### src/rtl/car_game_pkg.sv
`default_nettype none
// ============================================================================
//  Module   : car_game_pkg
//  Purpose  : Shared game-state encoding, default lane geometry, PS/2 scan
//             codes and the lane-to-pixel helper for the car game.
//  Revision : 1.0  initial release
// ============================================================================
package car_game_pkg;

  // Game-state encoding, shared with the drawing and obstacle logic
  typedef enum logic [1:0] {
    ST_IDLE      = 2'd0,
    ST_PLAYING   = 2'd1,
    ST_MOVING    = 2'd2,
    ST_GAME_OVER = 2'd3
  } game_state_t;

  // Default lane geometry
  localparam int DEF_NUM_LANES  = 3;
  localparam int DEF_LANE0_X    = 20;
  localparam int DEF_LANE_WIDTH = 40;
  localparam int DEF_STEP_PX    = 4;
  localparam int DEF_XW         = 9;
  localparam int DEF_SCORE_W    = 16;

  // PS/2 set-2 scan codes used by the keyboard decoder
  localparam logic [7:0] SC_ENTER    = 8'h5A;
  localparam logic [7:0] SC_LEFT     = 8'h6B;
  localparam logic [7:0] SC_RIGHT    = 8'h74;
  localparam logic [7:0] SC_EXTENDED = 8'hE0;
  localparam logic [7:0] SC_BREAK    = 8'hF0;

  // Pixel x of the car origin in a given lane
  function automatic int lane_x_px(input int lane0_x, input int lane_width,
                                   input int lane_idx);
    return lane0_x + lane_idx * lane_width;
  endfunction

endpackage
`default_nettype wire

### src/rtl/car_lane_ctrl_if.sv
`default_nettype none
// ============================================================================
//  Module   : car_lane_ctrl_if
//  Purpose  : Key levels, frame/collision inputs and car status outputs of
//             the lane controller, grouped as one bundle.
//  Revision : 1.0  initial release
// ============================================================================
interface car_lane_ctrl_if
  import car_game_pkg::*;
#(
  parameter int NUM_LANES = DEF_NUM_LANES,
  parameter int XW        = DEF_XW,
  parameter int SCORE_W   = DEF_SCORE_W
) ();

  localparam int LANE_W = (NUM_LANES > 1) ? $clog2(NUM_LANES) : 1;

  logic               enter_en;
  logic               left_en;
  logic               right_en;
  logic               frame_tick;
  logic               collision;
  logic [XW-1:0]      car_x;
  logic [LANE_W-1:0]  lane;
  logic               game_active;
  logic               game_over;
  logic               moving;
  logic [SCORE_W-1:0] score;

  // Upstream side: keyboard decoder, frame timing and obstacle logic
  modport master (
    output enter_en, left_en, right_en, frame_tick, collision,
    input  car_x, lane, game_active, game_over, moving, score
  );

  // Lane controller side
  modport slave (
    input  enter_en, left_en, right_en, frame_tick, collision,
    output car_x, lane, game_active, game_over, moving, score
  );

endinterface
`default_nettype wire

### src/rtl/key_edge_detect.sv
`default_nettype none
// ============================================================================
//  Module   : key_edge_detect
//  Purpose  : Registered rising-edge detector for key-held levels. A pulse
//             appears one cycle after a level rises; held levels never repeat.
//  Revision : 1.0  initial release
// ============================================================================
module key_edge_detect #(
  parameter int WIDTH = 3
) (
  input  wire logic             clk,
  input  wire logic             rst,
  input  wire logic [WIDTH-1:0] level,
  output logic      [WIDTH-1:0] pulse
);

  logic [WIDTH-1:0] r_prev;

  // Remember last level and register the rise as a one-cycle pulse
  always_ff @(posedge clk) begin
    if (rst) begin
      r_prev <= '0;
      pulse  <= '0;
    end else begin
      r_prev <= level;
      pulse  <= level & ~r_prev;
    end
  end

endmodule
`default_nettype wire

### src/rtl/car_lane_ctrl.sv
`default_nettype none
// ============================================================================
//  Module   : car_lane_ctrl
//  Purpose  : Game-state FSM and lane-change animation for the player car.
//             Converts key levels into press events, moves the car between
//             lanes per frame tick, keeps a saturating survival score.
//  Revision : 1.0  initial release
// ============================================================================
module car_lane_ctrl
  import car_game_pkg::*;
#(
  parameter int NUM_LANES  = DEF_NUM_LANES,
  parameter int LANE0_X    = DEF_LANE0_X,
  parameter int LANE_WIDTH = DEF_LANE_WIDTH,
  parameter int STEP_PX    = DEF_STEP_PX,
  parameter int XW         = DEF_XW,
  parameter int SCORE_W    = DEF_SCORE_W
) (
  input  wire logic     CLOCK_50,
  input  wire logic     reset,
  car_lane_ctrl_if.slave bus
);

  localparam int                LANE_W     = (NUM_LANES > 1) ? $clog2(NUM_LANES) : 1;
  localparam logic [LANE_W-1:0] START_LANE = LANE_W'(NUM_LANES / 2);
  localparam logic [LANE_W-1:0] LAST_LANE  = LANE_W'(NUM_LANES - 1);
  localparam logic [XW-1:0]     START_X    = XW'(lane_x_px(LANE0_X, LANE_WIDTH, NUM_LANES / 2));
  localparam logic [XW-1:0]     STEP_X     = XW'(STEP_PX);
  localparam logic [XW:0]       STEP_WIDE  = (XW+1)'(STEP_PX);

  game_state_t        r_state;
  logic [LANE_W-1:0]  r_lane;
  logic [LANE_W-1:0]  r_target;
  logic [XW-1:0]      r_car_x;
  logic [SCORE_W-1:0] r_score;
  logic               r_pend_valid;
  logic               r_pend_right;

  logic [2:0]         w_press;
  logic               w_enter_p;
  logic               w_left_p;
  logic               w_right_p;
  logic               w_have_fresh;
  logic               w_req_left;
  logic               w_req_right;
  logic               w_active;
  logic [XW-1:0]      w_target_x;
  logic signed [XW:0] w_rem;
  logic [XW:0]        w_abs;
  logic               w_snap;

  key_edge_detect #(
    .WIDTH (3)
  ) u_key_edge (
    .clk   (CLOCK_50),
    .rst   (reset),
    .level ({bus.enter_en, bus.left_en, bus.right_en}),
    .pulse (w_press)
  );

  // Left and right arriving together cancel each other
  assign w_enter_p    = w_press[2];
  assign w_left_p     = w_press[1] & ~w_press[0];
  assign w_right_p    = w_press[0] & ~w_press[1];
  assign w_have_fresh = w_left_p | w_right_p;

  // A fresh press is newer than anything buffered, so it wins
  assign w_req_left  = w_have_fresh ? w_left_p  : (r_pend_valid & ~r_pend_right);
  assign w_req_right = w_have_fresh ? w_right_p : (r_pend_valid &  r_pend_right);

  assign w_active = (r_state == ST_PLAYING) || (r_state == ST_MOVING);

  // Distance still to travel; snap once within one step of the target lane
  assign w_target_x = XW'(lane_x_px(LANE0_X, LANE_WIDTH, int'(r_target)));
  assign w_rem      = $signed({1'b0, w_target_x}) - $signed({1'b0, r_car_x});
  assign w_abs      = w_rem[XW] ? $unsigned(-w_rem) : $unsigned(w_rem);
  assign w_snap     = (w_abs <= STEP_WIDE);

  // Game FSM with car position, lane, pending move and score
  always_ff @(posedge CLOCK_50) begin
    if (reset) begin
      r_state      <= ST_IDLE;
      r_lane       <= START_LANE;
      r_target     <= START_LANE;
      r_car_x      <= START_X;
      r_score      <= '0;
      r_pend_valid <= 1'b0;
      r_pend_right <= 1'b0;
    end else begin
      if (w_active && bus.frame_tick && (r_score != '1)) begin
        r_score <= r_score + 1'b1;
      end
      case (r_state)
        ST_IDLE: begin
          if (w_enter_p) begin
            r_state <= ST_PLAYING;
            r_score <= '0;
          end
        end
        ST_PLAYING: begin
          r_pend_valid <= 1'b0;
          if (bus.collision) begin
            r_state <= ST_GAME_OVER;
          end else if (w_req_left && (r_lane != '0)) begin
            r_target <= r_lane - 1'b1;
            r_state  <= ST_MOVING;
          end else if (w_req_right && (r_lane != LAST_LANE)) begin
            r_target <= r_lane + 1'b1;
            r_state  <= ST_MOVING;
          end
        end
        ST_MOVING: begin
          if (bus.collision) begin
            r_state      <= ST_GAME_OVER;
            r_pend_valid <= 1'b0;
          end else begin
            if (w_have_fresh) begin
              r_pend_valid <= 1'b1;
              r_pend_right <= w_right_p;
            end
            if (bus.frame_tick) begin
              if (w_snap) begin
                r_car_x <= w_target_x;
                r_lane  <= r_target;
                r_state <= ST_PLAYING;
              end else if (w_rem[XW]) begin
                r_car_x <= r_car_x - STEP_X;
              end else begin
                r_car_x <= r_car_x + STEP_X;
              end
            end
          end
        end
        ST_GAME_OVER: begin
          if (w_enter_p) begin
            r_state  <= ST_IDLE;
            r_lane   <= START_LANE;
            r_target <= START_LANE;
            r_car_x  <= START_X;
          end
        end
        default: begin
          r_state <= ST_IDLE;
        end
      endcase
    end
  end

  assign bus.car_x       = r_car_x;
  assign bus.lane        = r_lane;
  assign bus.score       = r_score;
  assign bus.game_active = w_active;
  assign bus.game_over   = (r_state == ST_GAME_OVER);
  assign bus.moving      = (r_state == ST_MOVING);

endmodule
`default_nettype wire

### src/flat_wrapper.sv
// flat-port wrapper written by rule: the top's interface ports become plain ports
module car_lane_ctrl_flat import car_game_pkg::*;
#(
  parameter int NUM_LANES  = DEF_NUM_LANES,
  parameter int LANE0_X    = DEF_LANE0_X,
  parameter int LANE_WIDTH = DEF_LANE_WIDTH,
  parameter int STEP_PX    = DEF_STEP_PX,
  parameter int XW         = DEF_XW,
  parameter int SCORE_W    = DEF_SCORE_W
)
  (CLOCK_50, reset, bus_enter_en, bus_left_en, bus_right_en, bus_frame_tick, bus_collision, bus_car_x, bus_lane, bus_game_active, bus_game_over, bus_moving, bus_score);
  car_lane_ctrl_if #(.NUM_LANES(NUM_LANES), .XW(XW), .SCORE_W(SCORE_W)) bus_i ();
  input  wire logic CLOCK_50;
  input  wire logic reset;
  input wire logic [$bits(bus_i.enter_en)-1:0] bus_enter_en;
  input wire logic [$bits(bus_i.left_en)-1:0] bus_left_en;
  input wire logic [$bits(bus_i.right_en)-1:0] bus_right_en;
  input wire logic [$bits(bus_i.frame_tick)-1:0] bus_frame_tick;
  input wire logic [$bits(bus_i.collision)-1:0] bus_collision;
  output wire logic [$bits(bus_i.car_x)-1:0] bus_car_x;
  output wire logic [$bits(bus_i.lane)-1:0] bus_lane;
  output wire logic [$bits(bus_i.game_active)-1:0] bus_game_active;
  output wire logic [$bits(bus_i.game_over)-1:0] bus_game_over;
  output wire logic [$bits(bus_i.moving)-1:0] bus_moving;
  output wire logic [$bits(bus_i.score)-1:0] bus_score;
  assign bus_i.enter_en = bus_enter_en;
  assign bus_i.left_en = bus_left_en;
  assign bus_i.right_en = bus_right_en;
  assign bus_i.frame_tick = bus_frame_tick;
  assign bus_i.collision = bus_collision;
  assign bus_car_x = bus_i.car_x;
  assign bus_lane = bus_i.lane;
  assign bus_game_active = bus_i.game_active;
  assign bus_game_over = bus_i.game_over;
  assign bus_moving = bus_i.moving;
  assign bus_score = bus_i.score;
  car_lane_ctrl #(.NUM_LANES(NUM_LANES), .LANE0_X(LANE0_X), .LANE_WIDTH(LANE_WIDTH), .STEP_PX(STEP_PX), .XW(XW), .SCORE_W(SCORE_W)) u_core (.CLOCK_50(CLOCK_50), .reset(reset), .bus(bus_i));
endmodule
### config.mk
export PLATFORM = sky130hd
export DESIGN_NAME = car_lane_ctrl_flat
export DESIGN_NICKNAME = d
export VERILOG_FILES = /design/src/rtl/car_game_pkg.sv /design/src/rtl/car_lane_ctrl_if.sv /design/src/rtl/key_edge_detect.sv /design/src/rtl/car_lane_ctrl.sv /design/src/flat_wrapper.sv
export SDC_FILE = /design/constraint.sdc
export NUM_CORES = 1
export LEC_CHECK = 0
export ABC_AREA = 1
export ABC_CLOCK_PERIOD_IN_PS = 3300
export CORE_MARGIN = 2
export CORE_UTILIZATION = 30
export DETAILED_ROUTE_END_ITERATION = 8
export GPL_TIMING_DRIVEN = 0
export HOLD_SLACK_MARGIN = 0.12
export PLACE_DENSITY = 0.6
export SYNTH_ARGS = -nofsm -noshare
export SYNTH_HDL_FRONTEND = slang
export SYNTH_SLANG_ARGS = --single-unit
### constraint.sdc
create_clock -name CLOCK_50 -period 3.3 [get_ports CLOCK_50]
set_clock_uncertainty 0.2 [all_clocks]
set_input_delay 0.66 -clock CLOCK_50 [delete_from_list [all_inputs] [get_ports CLOCK_50]]
set_output_delay 0.66 -clock CLOCK_50 [all_outputs]
set_load 0.1 [all_outputs]
==> results of run 1 <==
==> layer usage <==
| layer | global-route usage (%) | part of all wire (%) |
|---|---|---|
| met5 | 0 | 0 |
| met4 | 3.526 | 1.0 |
| met3 | 1.646 | 2.4 |
| met2 | 22.29 | 46 |
| met1 | 17.51 | 50 |
==> critical path, cell delays in order, from the launching register on <==
cell	delay, ns
dfxtp_1	0.43
ha_1	0.38
clkdlybuf4s50_1	1.20
==> worst max-delay path by stage <==
| stage | depth (start not counted) | end | slack [ns] | start |
|---|---|---|---|---|
| after floorplan | 15 | u_core.bus.car_x[8] | 0.13 | u_core.bus.car_x[3] |
| after global placement | 17 | u_core.bus.car_x[8] | -0.13 | u_core.r_target[0] |
| after detailed placement | 17 | u_core.bus.car_x[8] | -0.20 | u_core.r_target[0] |
| after CTS | 3 | bus_game_active | 0.03 | u_core.r_state[0] |
| after global routing | 19 | u_core.bus.car_x[7] | 0.00007 | u_core.r_target[0] |
| final | 2 | bus_game_over | 0.14 | u_core.r_state[0] |
==> cells by family after synthesis <==
| kind of cell | count (synthesis) |
|---|---|
| buf+inv | 63 |
| fa+ha+maj | 26 |
| xor+xnor | 16 |
| other cells | 1 |
| compound gates | 55 |
| simple gates | 187 |
| flops | 37 |
==> cell usage after synthesis <==
cell type	instances	area, um^2
nand2_1	86	322.8
nand3_1	31	155.2
nor2_1	39	146.4
o211ai_2	1	12.51
a21oi_1	21	105.1
a211oi_1	2	15.01
conb_1	1	3.750
nand4_1	7	43.79
o211ai_1	4	30.03
nor2_2	3	18.77
nor4_2	1	12.51
buf_4	2	15.01
ha_1	24	300.3
nand3b_1	5	37.54
nor3b_1	1	7.510
fa_1	2	40.04
inv_4	1	6.260
o21bai_1	1	7.510
a31oi_1	1	6.260
dfxtp_1	37	740.7
o21ai_2	1	8.760
clkbuf_1	3	11.26
nor3_1	7	35.03
a21boi_2	1	11.26
buf_6	1	11.26
o21ai_1	5	25.02
o21ai_0	10	50.05
nand3_2	3	30.03
a211o_1	1	8.760
xnor2_1	6	52.55
inv_2	4	15.01
buf_1	1	3.750
a21boi_0	1	7.510
nand2_2	4	25.02
a21oi_2	1	8.760
inv_1	51	191.4
o22ai_1	3	18.77
a21o_1	1	7.510
a311oi_1	1	8.760
xor2_1	10	87.58
==> registers in the layout (all words and copies together), names as in the netlist <==
signal	cells
u_core.bus.lane	2
u_core.u_key_edge.pulse	3
u_core.r_target	2
u_core.r_pend_valid	1
u_core.r_state	2
u_core.u_key_edge.r_prev	3
u_core.bus.car_x	7
u_core.r_pend_right	1
u_core.bus.score	16
==> per-stage QoR <==
step / area (um^2) / setup TNS (ns) / setup WS (ns) / instances
after CTS: 3224 / 0 / 0.03401 / 535
after floorplan: 2655 / 0 / 0.1255 / 386
after global routing: 3271 / 0 / 0.00006972 / 536
after detailed placement: 3120 / -0.3598 / -0.2003 / 527
final: 3271 / 0 / 0.1435 / 536
after global placement: 3120 / -0.1799 / -0.1330 / 527
==> placed cells by master, fill, tap and decap left out, types with 2 or more instances in the layout <==
master           Yosys  layout
nand4_1              7       7
a21oi_2              1       4
nand3b_1             5       5
a21oi_1             21      18
ha_2                 0       2
clkbuf_8             0       5
ha_4                 0       2
ha_1                24      20
nor3_1               7       7
o22ai_1              3       3
nand2_1             86      86
dfxtp_1             37      31
nor2_1              39      39
o21ai_0             10       9
nand3_1             31      31
clkbuf_1             3       4
o21ai_1              5       6
clkinv_2             0       2
a211oi_1             2       2
xnor2_1              6       6
dfxtp_2              0       5
o211ai_1             4       4
inv_1               51      50
nand2_2              4       3
clkdlybuf4s50_1      0      32
conb_1               1       2
nand3_2              3       3
xor2_1              10      10
buf_4                2       3
nor2_2               3       3
inv_2                4       5
==> layout make-up <==
| class | count | area (um^2) | area share (%) |
|---|---|---|---|
| multi-input combinational | 286 | 1703 | 52.07 |
| tap | 108 | 135.1 | 4.132 |
| clock buffer | 6 | 72.57 | 2.219 |
| buffer | 7 | 41.29 | 1.262 |
| clock inverter | 2 | 10.01 | 0.3060 |
| timing repair buffer | 34 | 340.3 | 10.41 |
| sequential | 37 | 750.7 | 22.95 |
| inverter | 56 | 217.7 | 6.656 |
==> repair_timing <==
| item | in CTS | in global routing |
|---|---|---|
| buffers inserted | 0 | 1 |
| endpoints found under the setup margin | 2 | 5 |
| pin swaps | 0 | 2 |
| cloned | 0 | 0 |
| gates resized for setup | 6 | 11 |
==> impl_results.md, run 1 <==
- Worst-Margin Slew: 0.9963 ns
- Synth Area in Adders: 12.87%
- Largest family of logic cells by synthesized area: simple AND/OR/NAND/NOR gates
- Reg-to-reg endpoint: u_core.bus.car_x[8]
- Vias in the first global route: 2,361
- Synth Area in XOR/XNOR: 5.298%
- Reg2reg start: u_core.r_target[0]
- Worst-path clk slew: 0.07 ns
- Max Clock Freq: 316.8 MHz
- TritonCTS clock tree: done
- Port Buf Inserts: 33
- Fin nets: 460
- DR WL/cell: 11.42 um
- R2r setup slk: 0.21 ns
- Initial Utilization: 30.63%
- Hold WS: 0.1904 ns
- Hold Crit Start: u_core.u_key_edge.r_prev[2]
- # fillers: 902
- CTS Sinks: 37
- Hold Crit Depth: 1
- Critical Path Sink Type: output port
- HP Class: reg -> reg
- Die area: 0.009583 mm^2
- Clock Latency Late Sink: 0.29 ns
- Max-cap violations: 0
- First-pass GRT wire length: 10,620 um
- Fin crit share: 95.65%
- WHS Endpoint: u_core.u_key_edge.pulse[2]
- Rows: 34
- Area growth, synth to finish: 23.65%
- Total CTS buffers: 5
- DR DRC count: 0
- Die height: 97.90 um
- Gr usage total: 13.10%
- Initial antenna violation count: 0
- Routed WL: 6121 um
- # setup viols final: 0
- Die W: 97.90 um
- R2R cell count: 17
- RSZ-0062 raised after global routing: no
- Pin count of the biggest net entering global routing: 14
- Final hold vios: 0
- Post-DP HPWL: 4862 um
- Ys Warns: 0
- Max-slew violation count: 0
- Post-CTS Hold Buffers: 0
- Layout cell share with drive strength beyond 1: 10.75%
- Cell variety after synth: 40
- Final GP Congestion: 0.8547
- H-Tree Depth: 2
- Fin crit period: 3.157 ns
- Root buffer cell: clkbuf_8
- Relative slew slack: 33.37%
- First-pass DRT Iterations: 5
- Syn Inst Count: 385
- CTS max path bufs: 2
- Compound-Gate Fraction of Synth Area: 12.54%
- Setup CP Type: reg -> out
- Via count: 2,512
- Post-DRT Antenna Nets: 0
- Seq cells post-synth: 37
- Mapped cell area: 0.002645 mm^2
- Vias per inst: 4.687
- Core ar.: 0.008636 mm^2
- Post-Syn Area per Cell: 6.870 um^2
- Gr ovfl total: 0
- Simple-gate portion of the synthesized area: 31.55%
- Initial drt markers: 85
- CP arrival: 2.30 ns
- Crit path required time: 2.44 ns
- Critical Path Fanout Max: 8
- Run status: finished clean
- CP Launch Type: flop
- Post-synthesis sequential area ratio: 28.00%
- Ant. Diodes: 0
- Mux share of post-synthesis cell area: 0%
- I/O pin cnt: 37
- Final Core Density: 37.87%
Power of run 1 is not shown: default switching activity piles up to over one toggle a cycle in this logic, so the estimate is an artifact.
==> inputs of run 2 (changes only) <==
--- a/config.mk
+++ b/config.mk
@@ -13,6 +13,7 @@
 export GPL_TIMING_DRIVEN = 0
 export HOLD_SLACK_MARGIN = 0.12
 export PLACE_DENSITY = 0.6
+export SLEW_MARGIN = 20
 export SYNTH_ARGS = -nofsm -noshare
 export SYNTH_HDL_FRONTEND = slang
 export SYNTH_SLANG_ARGS = --single-unit
==> results of run 2 <==
No change in the layout: final DEF, timing and power equal those of run 1.
Power of run 2 is left out for the same reason.
==> inputs of run 3 (changes only) <==
--- a/config.mk
+++ b/config.mk
@@ -7,12 +7,12 @@
 export LEC_CHECK = 0
 export ABC_AREA = 1
 export ABC_CLOCK_PERIOD_IN_PS = 3300
-export CORE_MARGIN = 2
 export CORE_UTILIZATION = 30
 export DETAILED_ROUTE_END_ITERATION = 8
 export GPL_TIMING_DRIVEN = 0
 export HOLD_SLACK_MARGIN = 0.12
 export PLACE_DENSITY = 0.6
+export REMOVE_ABC_BUFFERS = 1
 export SLEW_MARGIN = 20
 export SYNTH_ARGS = -nofsm -noshare
 export SYNTH_HDL_FRONTEND = slang
==> impl_results.md, run 3 (same netlist as run 1, synthesis figures left out) <==
- Run status: finished clean
- CP bufs+invs: 4
- Rows: 33
- First-pass DRT Iterations: 4
- Crit path cell chain: inv_1 -> ha_1 -> inv_1 -> ha_4 -> nand2_1 -> inv_1 -> nand3_2 -> nand2_4 -> inv_6 -> fa_2 -> a21oi_2 -> o21ai_1 -> a21o_1 -> a21oi_2 -> a21boi_0 -> o211ai_1 -> a21oi_1
- Crit path required time: 3.25 ns
- Finished layout cell area: 0.003282 mm^2
- Vias per inst: 4.806
- TritonCTS clock tree: done
- CP Launch Type: flop
- Max Clock Freq: 315.7 MHz
- Fin crit share: 95.99%
- DR WL/cell: 11.51 um
- Pin count of the biggest net entering global routing: 19
- Worst-path clk slew: 0.07 ns
- Max-cap violations: 0
- Critical Path Sink Type: flop
- Slowest CP cell: dfxtp_4
- Critical Path Most Common Cell: inv_1
- Clock Latency Late Sink: 0.29 ns
- Initial drt markers: 56
- Layout cell share with drive strength beyond 1: 9.242%
- Fin nets: 454
- Post-DP HPWL: 4619 um
- Final hold vios: 0
- CTS Sinks: 37
- Area growth, synth to finish: 24.08%
- Most frequent cells in the layout: nand2_1 (86), inv_1 (51), nor2_1 (39)
- Relative slew slack: 33.94%
- First-pass GRT wire length: 10,110 um
- Largest register FFs: 16
- Post-DRT Antenna Nets: 0
- CP arrival: 3.12 ns
- Final GP Congestion: 0.8476
- HP Class: reg -> reg
- Routed WL: 6068 um
- Placement Cell Area: 0.003079 mm^2
- Die area: 0.009196 mm^2
- Core ar.: 0.008382 mm^2
- CTS max path bufs: 2
- Root buffer cell: clkbuf_8
- Via count: 2,533
- Worst-Margin Slew: 0.9879 ns
- Gr ovfl total: 0
- Crit path max-delay family: adder cells
- Max-slew violation count: 0
- Post-CTS Hold Buffers: 0
- Die height: 95.90 um
- Initial Utilization: 31.56%
- H-Tree Depth: 2
- # setup viols final: 0
- Gr usage total: 13.87%
- I/O pin cnt: 37
- Vias in the first global route: 2,275
- Initial antenna violation count: 0
- Fin crit period: 3.168 ns
- DR DRC count: 0
- Total CTS buffers: 5
- Setup CP Type: reg -> reg
- Commonest non-fill, non-tap cell in the layout: nand2_1
- Delay of the slowest critical-path stage: 0.38 ns
- Critical Path Fanout Max: 13
- Ant. Diodes: 0
- Port Buf Inserts: 34
- TNS Setup: 0 ns
- Die W: 95.90 um
## run 3: cell count changes in the layout (fill, tap and decap cells not counted), moves of 2 or more
cell	delta
dfxtp_2	-4
bufinv_16	+2
dfxtp_1	+4
buf_4	-2
clkbuf_1	-4
## run 3: path summary, 6_finish.rpt
check / start / to / slack (ns) / depth (start not counted)
worst max-delay path: u_core.r_target[0] / u_core.bus.car_x[8] / 0.13 / 17
worst min-delay path: u_core.u_key_edge.r_prev[0] / u_core.u_key_edge.pulse[0] / 0.19 / 1
worst max register to register: u_core.r_target[0] / u_core.bus.car_x[8] / 0.13 / 17
worst min register to register: u_core.u_key_edge.r_prev[0] / u_core.u_key_edge.pulse[0] / 0.19 / 1
## run 3: what timing repair did
action | CTS | global route
setup buffers | 0 | 1
resized for setup | 5 | 11
setup endpoints to repair | 2 | 13
pin swaps | 0 | 1
## run 3: layout make-up
class	instances	area (um^2)
clock buffers	5	68.82
clock inverters	3	65.06
fillers	862	5100
repair buffers	35	352.8
inverters	56	215.2
flip-flops and latches	37	745.7
well taps	105	131.4
multi-input cells	286	1703
## run 3: worst register-to-register path: cells and delay by family, from the launching register on
kind                       cells  cell delay, ns
AOI/OAI and AO/OA              7            0.86
buffers and inverters          4            0.32
DFF                            1            0.38
adders and majority gates      3            0.98
and+or+nand+nor                3            0.29
## run 3: stage by stage
step / cells / worst slack [ns] / utilization, % / hold slack, ns
2_1_floorplan: 379 / -0.2637 / - / 0.1743
3_3_place_gp: 518 / -0.1506 / 36.74 / 0.1772
3_5_place_dp: 518 / -0.2340 / 36.74 / 0.1823
4_1_cts: 526 / 0.004353 / 38.56 / 0.1927
5_1_grt: 527 / -0.01649 / 39.16 / 0.2088
6_report: 527 / 0.1324 / 39.16 / 0.1890
## run 3: layer usage
layer | routed length [um] | track usage, %
met1 | 3002 | 18.34
met2 | 2839 | 22.62
met3 | 135 | 1.975
met4 | 89 | 5.597
met5 | 0 | 0
Power of run 3 is left out for the same reason.
